[src/rtl/sram_pkg.sv]
// Shared defaults and FSM state type for the SRAM host controller slice.
package sram_pkg;

    localparam int SRAM_ROWS = 16;
    localparam int SRAM_COLS = 8;

    typedef enum logic [2:0] {
        IDLE,
        SHIFT,
        LOAD,
        WRITE,
        READ,
        RESP
    } sram_host_state_t;

endpackage

[src/rtl/sram_piso.sv]
// MSB-first parallel-in/serial-out shifter feeding the SRAM's serial write port.
// done flags the cycle in which the last bit is on serial_out.
module sram_piso
    import sram_pkg::*;
#(
    parameter int COLS = SRAM_COLS
) (
    input  logic            clk,
    input  logic            arst_n,
    input  logic            load,
    input  logic            shift,
    input  logic [COLS-1:0] din,
    output logic            serial_out,
    output logic            done
);

    localparam int CW = $clog2(COLS) + 1;

    logic [COLS-1:0] sr;
    logic [CW-1:0]   cnt;

    always_ff @(posedge clk or negedge arst_n) begin
        if (!arst_n) begin
            sr  <= '0;
            cnt <= '0;
        end else if (load) begin
            sr  <= din;
            cnt <= '0;
        end else if (shift) begin
            sr  <= sr << 1;
            cnt <= cnt + 1'b1;
        end
    end

    assign serial_out = sr[COLS-1];
    assign done       = shift && (cnt == CW'(COLS - 1));

endmodule

[src/rtl/sram_host_ctrl.sv]
// Host request/response controller for a serial-write SRAM (shift, load, write; parallel read).
// Define SRAM_HOST_TIMEOUT_EN to bound the read wait and report expiry on rsp_err.
module sram_host_ctrl
    import sram_pkg::*;
#(
    parameter int ROWS        = SRAM_ROWS,
    parameter int COLS        = SRAM_COLS,
    parameter int TIMEOUT_CYC = 16
) (
    input  logic                    clk,
    input  logic                    arst_n,
    input  logic                    req_valid,
    output logic                    req_ready,
    input  logic                    req_we,
    input  logic [$clog2(ROWS)-1:0] req_addr,
    input  logic [COLS-1:0]         req_wdata,
    output logic                    rsp_valid,
    input  logic                    rsp_ready,
    output logic [COLS-1:0]         rsp_data,
    output logic                    rsp_err,
    output logic                    serial_in,
    output logic                    shift,
    output logic                    load,
    output logic                    w_en,
    output logic                    r_en,
    output logic [$clog2(ROWS)-1:0] addr,
    input  logic                    data_valid,
    input  logic [COLS-1:0]         data_out
);

    localparam int AW = $clog2(ROWS);

    if (TIMEOUT_CYC < 1) begin : g_bad_timeout
        $error("TIMEOUT_CYC must be at least 1");
    end

    sram_host_state_t state, state_nx;

    logic [AW-1:0]   addr_q;
    logic            we_q;
    logic [COLS-1:0] data_q;
    logic            accept;
    logic            rd_hit;
    logic            tmo_hit;
    logic            piso_load;
    logic            piso_out;
    logic            piso_done;

    assign accept    = req_valid && req_ready;
    assign rd_hit    = (state == READ) && data_valid && !we_q;
    assign piso_load = accept && req_we;

    sram_piso #(
        .COLS(COLS)
    ) u_piso (
        .clk       (clk),
        .arst_n    (arst_n),
        .load      (piso_load),
        .shift     (shift),
        .din       (req_wdata),
        .serial_out(piso_out),
        .done      (piso_done)
    );

    always_ff @(posedge clk or negedge arst_n) begin
        if (!arst_n) begin
            state <= IDLE;
        end else begin
            state <= state_nx;
        end
    end

    always_comb begin
        state_nx = state;
        case (state)
            IDLE:    if (accept) state_nx = req_we ? SHIFT : READ;
            SHIFT:   if (piso_done) state_nx = LOAD;
            LOAD:    state_nx = WRITE;
            WRITE:   state_nx = RESP;
            READ:    if (rd_hit || tmo_hit) state_nx = RESP;
            RESP:    if (rsp_ready) state_nx = IDLE;
            default: state_nx = IDLE;
        endcase
    end

    // Response data is cleared on acceptance so writes and timeouts report zero.
    always_ff @(posedge clk or negedge arst_n) begin
        if (!arst_n) begin
            addr_q <= '0;
            we_q   <= 1'b0;
            data_q <= '0;
        end else if (accept) begin
            addr_q <= req_addr;
            we_q   <= req_we;
            data_q <= '0;
        end else if (rd_hit) begin
            data_q <= data_out;
        end
    end

`ifdef SRAM_HOST_TIMEOUT_EN
    localparam int TW = $clog2(TIMEOUT_CYC + 1);

    logic [TW-1:0] tmo_cnt;
    logic          err_q;

    assign tmo_hit = (state == READ) && !rd_hit && (tmo_cnt == TW'(TIMEOUT_CYC - 1));

    always_ff @(posedge clk or negedge arst_n) begin
        if (!arst_n) begin
            tmo_cnt <= '0;
            err_q   <= 1'b0;
        end else if (accept) begin
            tmo_cnt <= '0;
            err_q   <= 1'b0;
        end else if (tmo_hit) begin
            err_q   <= 1'b1;
        end else if (state == READ) begin
            tmo_cnt <= tmo_cnt + 1'b1;
        end
    end

    assign rsp_err = err_q;
`else
    assign tmo_hit = 1'b0;
    assign rsp_err = 1'b0;
`endif

    // Every strobe is a pure state decode, so reset clears them without waiting for clk.
    assign req_ready = (state == IDLE);
    assign shift     = (state == SHIFT);
    assign load      = (state == LOAD);
    assign w_en      = (state == WRITE);
    assign r_en      = (state == READ);
    assign rsp_valid = (state == RESP);
    assign serial_in = shift && piso_out;
    assign addr      = addr_q;
    assign rsp_data  = data_q;

endmodule

[config.mk]
export PLATFORM = sky130hd
export DESIGN_NAME = sram_host_ctrl
export DESIGN_NICKNAME = d
export VERILOG_FILES = /design/src/rtl/sram_pkg.sv /design/src/rtl/sram_piso.sv /design/src/rtl/sram_host_ctrl.sv
export SDC_FILE = /design/constraint.sdc
export NUM_CORES = 1
export LEC_CHECK = 0
export BUFFER_PORTS_ARGS = -buffer_cell sky130_fd_sc_hd__buf_2
export CAP_MARGIN = 15
export CORE_MARGIN = 4
export CORE_UTILIZATION = 45
export CTS_CLUSTER_SIZE = 16
export DETAILED_ROUTE_END_ITERATION = 8
export PLACE_DENSITY = 0.8
export SYNTH_ARGS = -nofsm -noshare
export SYNTH_HDL_FRONTEND = slang
export SYNTH_SLANG_ARGS = --single-unit
[constraint.sdc]
create_clock -name clk -period 2.15 [get_ports clk]
set_clock_uncertainty 0.15 [all_clocks]
set_input_delay 0.3225 -clock clk [delete_from_list [all_inputs] [get_ports clk]]
set_output_delay 0.3225 -clock clk [all_outputs]
set_load 0.01 [all_outputs]
# After elaboration in Yosys (flattened, before gate mapping)
# Cells that the tools add are included.
# Widths: inputs -> output; s select.
[word_totals]
romBits = 0
word_cells = 40
latchBits = 0
inputBits = 26
reg_bits = 28
output_inout_bits = 20
ram_bits = 0
n_memories = 0
[op_classes]
eq_ne = 10
n_mux = 12
n_div = 0
n_shift = 0
n_reduce_logical = 11
bitwise_logic = 0
addsub = 1
multipliers = 0
order_cmp = 0
[op_table]
columns = ["cell", "count"]
rows = [
  ["$mux 8", 4],
  ["$pmux 3 s6", 1],
  ["$mux 3", 5],
  ["$mux 4", 2],
  ["$ne 2x1->1 const B", 4],
  ["$eq 3x2->1 const B", 2],
  ["$eq 3x3->1 const B", 2],
  ["$logic_and 1x1->1", 6],
  ["$add 4x1->4 const B", 1],
  ["$eq 4x3->1 const B", 1],
  ["$reduce_and 4->1", 1],
  ["$reduce_bool 2->1", 2],
  ["$eq 3x1->1 const B", 1],
  ["$logic_not 3->1", 1],
  ["$logic_not 1->1", 1],
]

# Depth between registers and ports, before layout
# Gate-level depths: netlist of run 1.
[logic_depth]
depth_word = 5
mapped_depth = 5
mapped_depth_nobuf = 4

# Hierarchy
# From an unflattened synthesis of run 1, not the netlist that was laid out.
[hier_totals]
cells_unflattened = 119
area_unflattened_um2 = 1413.9
[by_module_without_submodules]
columns = ["mod", "instances", "seq_area_each_um2", "cells_each", "area_each_um2"]
rows = [
  ["sram_host_ctrl", 1, 400.4, 66, 815.8],
  ["sram_piso", 1, 300.3, 53, 598.1],
]

# Worst setup path after synthesis of run 1
# Ideal clock, no wire load.
[synth_path]
kind = "flip-flop to output port"
startpoint = "register state[2]"
endpoint = "output serial_in"
setup_slack_ns = 0.433
t_arrival_ns = 1.245
stages_incl_launch_ff = 5
n_path_buf = 1
required_time_ns = 1.678
cell_sequence = "dfrtp_1 -> or3b_4 -> inv_2 -> buf_4 -> and2_1"
[synth_via]
elab_chain_cells = 2
[synth_lines]
columns = ["item", "line", "text"]
rows = [
  ["start, declared", "sram_host_ctrl.sv:37", "sram_host_state_t state, state_nx;"],
  ["start signal, assigned", "sram_host_ctrl.sv:69", "state <= state_nx;"],
  ["$eq 3x1->1", "sram_host_ctrl.sv:131", "assign shift = (state == SHIFT);"],
  ["net shift", "sram_host_ctrl.sv:22", "output logic shift,"],
  ["$logic_and 1x1->1", "sram_host_ctrl.sv:136", "assign serial_in = shift && piso_out;"],
  ["end, declared", "sram_host_ctrl.sv:21", "output logic serial_in,"],
]
# The timed path passes the listed nets, and every way through them passes these cells.

# Worst setup path in the final report of run 1
[layout_path]
startpoint = "register state[1]"
endpoint = "output serial_in"
[layout_via]
elab_chain_cells = 2
[layout_lines]
columns = ["item", "line"]
rows = [
  ["$eq 3x1->1", "sram_host_ctrl.sv:131"],
  ["$logic_and 1x1->1", "sram_host_ctrl.sv:136"],
]
# No other way between the ends.

==> impl_metrics.env, run 1 <==
export IMPL_path_class="register to output port"
export IMPL_final_setup_tns_ns=0
export IMPL_drv_cap=0
export IMPL_hold_viol=0
export IMPL_worst_r2r_endpoint="addr[0]"
export IMPL_max_freq_ghz=0.4920
export IMPL_post_dp_hpwl_um=2002
export IMPL_power_density_mw_per_mm2=1296
export IMPL_gp_congestion=0.8825
export IMPL_routedWlPerCell_um=14.38
export IMPL_cts_buffers=3
export IMPL_maxSlewViolCount=0
export IMPL_min_to="rsp_data[5]"
export IMPL_io_pins=46
export IMPL_die_height_um=62.39
export IMPL_die_area_mm2=0.003893
export IMPL_grt_pass1_vias=1021
export IMPL_grt_pass1_wl_um=4547
export IMPL_cts_root_buffer="clkbuf_4"
export IMPL_clock_sinks=28
export IMPL_syn_avg_cell_area_um2=11.78
export IMPL_clock_path_buffers=2
export IMPL_rr_startpoint="state[2]"
export IMPL_synth_top_area_share_pct=52.63
export IMPL_num_nets_final=190
export IMPL_status="completed"
export IMPL_vias=1049
export IMPL_drt_iter0_markers=33
export IMPL_crit_arrival_ns=1.56
export IMPL_clk_latency_ns=0.32
export IMPL_path_max_fanout=12
export IMPL_start_kind="register"
export IMPL_antenna_found_initial=0
export IMPL_mappedNetlistNets=140
export IMPL_finalCriticalPeriod_ns=2.032
export IMPL_hold_path_class="input port to register"
export IMPL_synthCells=113
export IMPL_start_util_pct=47.86
export IMPL_htree_num_levels=1
export IMPL_tritoncts="done"
export IMPL_path_clk_slew_ns=0.14
export IMPL_synthXorXnorAreaFrac_pct=1.316
export IMPL_synth_top_cell_by_area="dfrtp_1"
export IMPL_setup_violations=0
export IMPL_cp_end_kind="output port"
export IMPL_vdd_drop_max_mv=0.8516
export IMPL_ant_nets=0
export IMPL_diodes=0
export IMPL_die_w_um=62.39
export IMPL_ys_types=35
export IMPL_synth_seq_area_share_pct=52.63
export IMPL_worstHoldPathCells=2
export IMPL_syn_area_mm2=0.001331
export IMPL_dp_cells=184
export IMPL_maxSlewHeadroom_pct=50.13
export IMPL_drive_gt1_share_pct=41.98
export IMPL_synth_compound_area_share_pct=16.26
export IMPL_rows=19
export IMPL_seqCellArea_um2=704.4
export IMPL_numPortBuffers=44
export IMPL_first_pass_iters=4
export IMPL_synth_area_leaders="dfrtp_1 53%, a221o_1 5.3%, a22o_1 5.3%"
export IMPL_num_fill_cells=228
export IMPL_avgViaCountPerCell=5.435
export IMPL_synth_mux_area_share_pct=4.229
export IMPL_synthAdderAreaFrac_pct=0.9398
export IMPL_r2r_cells=5
export IMPL_grt_overflow_total=0
export IMPL_post_route_drc_count=0
export IMPL_grt_start_max_net_pins=29
export IMPL_instances_no_fill=193
export IMPL_hold_start="data_out[5]"
export IMPL_track_usage_pct=14.09
export IMPL_reg2reg_slack_ns=0.36
export IMPL_synth_top_family_by_area="simple AND/OR/NAND/NOR gates"
export IMPL_syn_to_final_growth_pct=23.78
export IMPL_multi_input_area_um2=586.8
export IMPL_synth_seq_cells=28
export IMPL_fin_crit_sh_pct=94.53
export IMPL_p_leak_nw=0.8337
export IMPL_core_mm2=0.002781
export IMPL_routed_wl_um=2775
export IMPL_synthSimpleGateAreaFrac_pct=21.05
export IMPL_worstPathRequired_ns=1.68
export IMPL_tightest_slew_ns=0.7461
export IMPL_synth_warnings=0
export IMPL_rsz0062_at_grt="false"
[per-layer routing]
metal / up-vias / part of all wire (%) / track usage [%]
li1: 508 / - / -
met1: 491 / 45 / 18.19
met2: 46 / 46 / 23.06
met3: 4 / 8.0 / 3.417
met4: 0 / 1.2 / 4.775
met5: - / 0 / 0
[logic make-up (layout without fill, tap and decap cells)]
kind of cell             count (synthesis)  count (layout)
XOR/XNOR                                 2               2
flip-flops                              28              28
AND/OR/NAND/NOR                         41              41
multiplexers                             5               5
buffers and inverters                    7              56
AO/OA/AOI/OAI                           28              28
adder cells (fa/ha/maj)                  1               1
other                                    1               1
[flip-flops by register name, indices dropped and copies added, names as in the netlist]
signal	cells
u_piso.cnt	4
we_q	1
state	3
rsp_data	8
addr	4
u_piso.sr	8
[worst max-delay path by stage]
stage	from	end	slack, ns	depth (start not counted)
final	state[1]	serial_in	0.12	4
after global routing	state[1]	serial_in	0.03	4
after CTS	state[2]	serial_in	0.006	4
after detailed placement	state[0]	serial_in	0.24	4
after global placement	state[0]	serial_in	0.28	4
after floorplan	state[2]	serial_in	0.43	4
[power breakdown]
group	switching, mW	internal [mW]
combinational	0.510	0.517
sequential	0.116	0.743
clock	0.146	0.104
[through the flow]
stage / power (mW) / cell area [um^2] / utilization, % / hold slack [ns] / setup slack, ns
3_3_place_gp: 1.804 / 1565 / 56.28 / 0.2049 / 0.2798
3_5_place_dp: 1.838 / 1565 / 56.28 / 0.2182 / 0.2385
6_report: 2.136 / 1648 / 59.24 / 0.06884 / 0.1175
4_1_cts: 2.119 / 1630 / 58.61 / 0.05618 / 0.005671
5_1_grt: 2.305 / 1648 / 59.24 / 0.03964 / 0.03111
2_1_floorplan: 1.559 / 1331 / - / -0.1231 / 0.4329
[cell usage in the layout, fill, tap and decap left out, types with 5 or more instances in the layout]
master	instances
buf_4	6
mux2_2	5
a22o_1	8
a221o_1	7
nor2b_1	5
dfrtp_1	25
buf_2	44
and2_1	10
[Yosys cell counts (all sizes together)]
cell type / n
nand2: 4
or3: 1
nor4bb: 1
buf: 5
nor3: 2
and3b: 2
o21ai: 5
nand4bb: 1
and3: 1
nand2b: 4
xnor2: 2
nand3: 3
nor2b: 5
a22o: 8
ha: 1
nor4b: 2
inv: 1
dfrtp: 28
a31oi: 1
mux2: 5
a2bb2oi: 1
clkbuf: 1
a221o: 7
a21o: 1
nor2: 3
or3b: 1
and2: 11
conb: 1
a21oi: 5
[layout make-up]
type / count / area share, %
timing repair buffer: 51 / 16.70
clock buffer: 4 / 2.202
multi-input combinational: 78 / 35.61
tap: 31 / 2.354
sequential: 28 / 42.75
inverter: 1 / 0.3797
[what timing repair did]
| item | 4_1_cts | 5_1_grt |
|---|---|---|
| hold endpoints to repair | 28 | 0 |
| gates resized for setup | 3 | 1 |
| gates cloned | 0 | 0 |
| endpoints found under the setup margin | 2 | 1 |
| hold buffers | 1 | 0 |
| buffers inserted | 2 | 2 |
[critical path: stages, from the launching register on]
cell and delay (ns):
dfrtp_2 0.43, or3b_4 0.43, inv_4 0.12, and2_1 0.13, buf_2 0.12
No activity file was read; power rests on OpenSTA's default activity.
==> run 2, diff against run 1 <==
- CORE_UTILIZATION: 45 -> 47
- PLACE_DENSITY: 0.8 -> 0.83
==> run 2 against run 1 <==
Compared with the run above:
- hold slack got worse by 0.0028 ns
- fmax down 1.7%
- clock power is 17% lower
- combinational power about the same
- cell area decreased by 1.4%
- sequential power increased by 2.8%
- setup slack lost 0.035 ns
- register-to-register slack improved by 0.06 ns
- final cell count decreased by 1.0%
- power down 2.3%
- wire length grew 3.9%
==> impl_metrics.env, run 2 (synthesized netlist as in run 1, its figures left out) <==
export IMPL_grt_pass1_vias=1024
export IMPL_tritoncts="done"
export IMPL_finalCriticalPeriod_ns=2.067
export IMPL_die_height_um=61.22
export IMPL_io_pins=46
export IMPL_grt_overflow_total=0
export IMPL_cp_end_kind="output port"
export IMPL_routed_wl_um=2884
export IMPL_p_leak_nw=0.8246
export IMPL_clk_latency_ns=0.32
export IMPL_start_kind="register"
export IMPL_status="completed"
export IMPL_clock_path_buffers=2
export IMPL_diodes=0
export IMPL_hold_viol=0
export IMPL_routedWlPerCell_um=15.10
export IMPL_drv_cap=0
export IMPL_gp_congestion=0.7594
export IMPL_die_area_mm2=0.003748
export IMPL_clock_sinks=28
export IMPL_postCtsSetupBuffers=0
export IMPL_ant_nets=0
export IMPL_seqCellArea_um2=701.9
export IMPL_track_usage_pct=16.73
export IMPL_path_class="register to output port"
export IMPL_fin_crit_sh_pct=96.15
export IMPL_num_nets_final=189
export IMPL_start_util_pct=48.70
export IMPL_path_clk_slew_ns=0.14
export IMPL_cts_buffers=3
export IMPL_vias=1044
export IMPL_crit_arrival_ns=1.59
export IMPL_multi_input_area_um2=586.8
export IMPL_final_setup_tns_ns=0
export IMPL_final_cell_mix="44 x buf_2, 27 x dfrtp_1, 10 x and2_1"
export IMPL_power_density_mw_per_mm2=1286
export IMPL_path_max_fanout=12
export IMPL_post_route_drc_count=0
export IMPL_first_pass_iters=4
export IMPL_rows=19
export IMPL_final_util_pct=59.40
export IMPL_die_w_um=61.22
export IMPL_htree_num_levels=1
export IMPL_numPortBuffers=44
export IMPL_antenna_found_initial=0
export IMPL_tightest_slew_ns=0.5975
export IMPL_grt_start_max_net_pins=29
export IMPL_maxSlewViolCount=0
export IMPL_post_dp_hpwl_um=2132
export IMPL_maxSlewHeadroom_pct=60.17
export IMPL_num_fill_cells=216
export IMPL_max_freq_ghz=0.4837
export IMPL_avgViaCountPerCell=5.466
export IMPL_hold_path_class="input port to register"
export IMPL_core_mm2=0.002734
export IMPL_vdd_drop_max_mv=0.8744
export IMPL_rsz0062_at_grt="false"
export IMPL_grt_pass1_wl_um=4636
export IMPL_hold_ws_ns=0.06602
export IMPL_cts_root_buffer="clkbuf_4"
export IMPL_syn_to_final_growth_pct=21.99
export IMPL_drive_gt1_share_pct=40.00
export IMPL_drt_iter0_markers=36
export IMPL_setup_violations=0
export IMPL_mostFrequentLayoutCell="buf_2"
export IMPL_worstPathRequired_ns=1.68
## run 2: cell types whose count changed in the layout (fill, tap and decap cells not counted), sizes merged
| cell | change |
|---|---|
| buf | -1 |
| clkbuf | -1 |
## run 2: final timing paths
| kind | to | from | depth (start not counted) | slack (ns) |
|---|---|---|---|---|
| max | serial_in | state[2] | 4 | 0.08 |
| max in group asynchronous | state[2] | arst_n | 2 | 1.05 |
| min in group asynchronous | rsp_data[3] | arst_n | 2 | 0.37 |
| min | rsp_data[2] | data_out[2] | 2 | 0.07 |
| min reg2reg | rsp_data[2] | rsp_data[2] | 1 | 0.36 |
| max reg2reg | rsp_data[7] | state[2] | 4 | 0.42 |
## run 2: power by group
part	internal [mW]	leakage, nW	switching, mW	total [mW]
Clock	0.0655	0.0138	0.142	0.207
Sequential	0.742	0.358	0.142	0.884
Combinational	0.498	0.453	0.498	0.996
Total	1.31	0.825	0.782	2.09
## run 2: layer usage
metal	global-route usage (%)	routed length (um)
met5	0	0
met1	23.59	1311
met2	26.13	1445
met4	5.882	19
met3	2.725	109
## run 2: cell type report
class | count | area share [%]
repair buffers | 50 | 16.49
multi-input cells | 78 | 36.13
clock buffers | 3 | 1.387
inverters | 1 | 0.3852
well taps | 31 | 2.388
flip-flops and latches | 28 | 43.22
## run 2: timing repair
item | in CTS | in global routing
hold endpoints to repair | 28 | 0
endpoints found under the setup margin | 0 | 1
hold buffers | 1 | 0
resized for setup | 0 | 2
## run 2: critical path, stage by stage, from the launching register on
cell and delay, ns:
dfrtp_2 0.48, or3b_4 0.43, inv_4 0.13, and2_1 0.13, buf_2 0.12
## run 2: per-stage QoR
step / worst slack [ns] / std cells / total power [mW] / cell area (um^2)
floorplan: 0.4329 / 113 / 1.559 / 1331
global placement: 0.4216 / 187 / 1.826 / 1588
detailed placement: 0.3669 / 187 / 1.878 / 1588
CTS: 0.0007074 / 191 / 2.090 / 1620
global route: 0.002644 / 191 / 2.249 / 1624
finish: 0.08277 / 191 / 2.088 / 1624
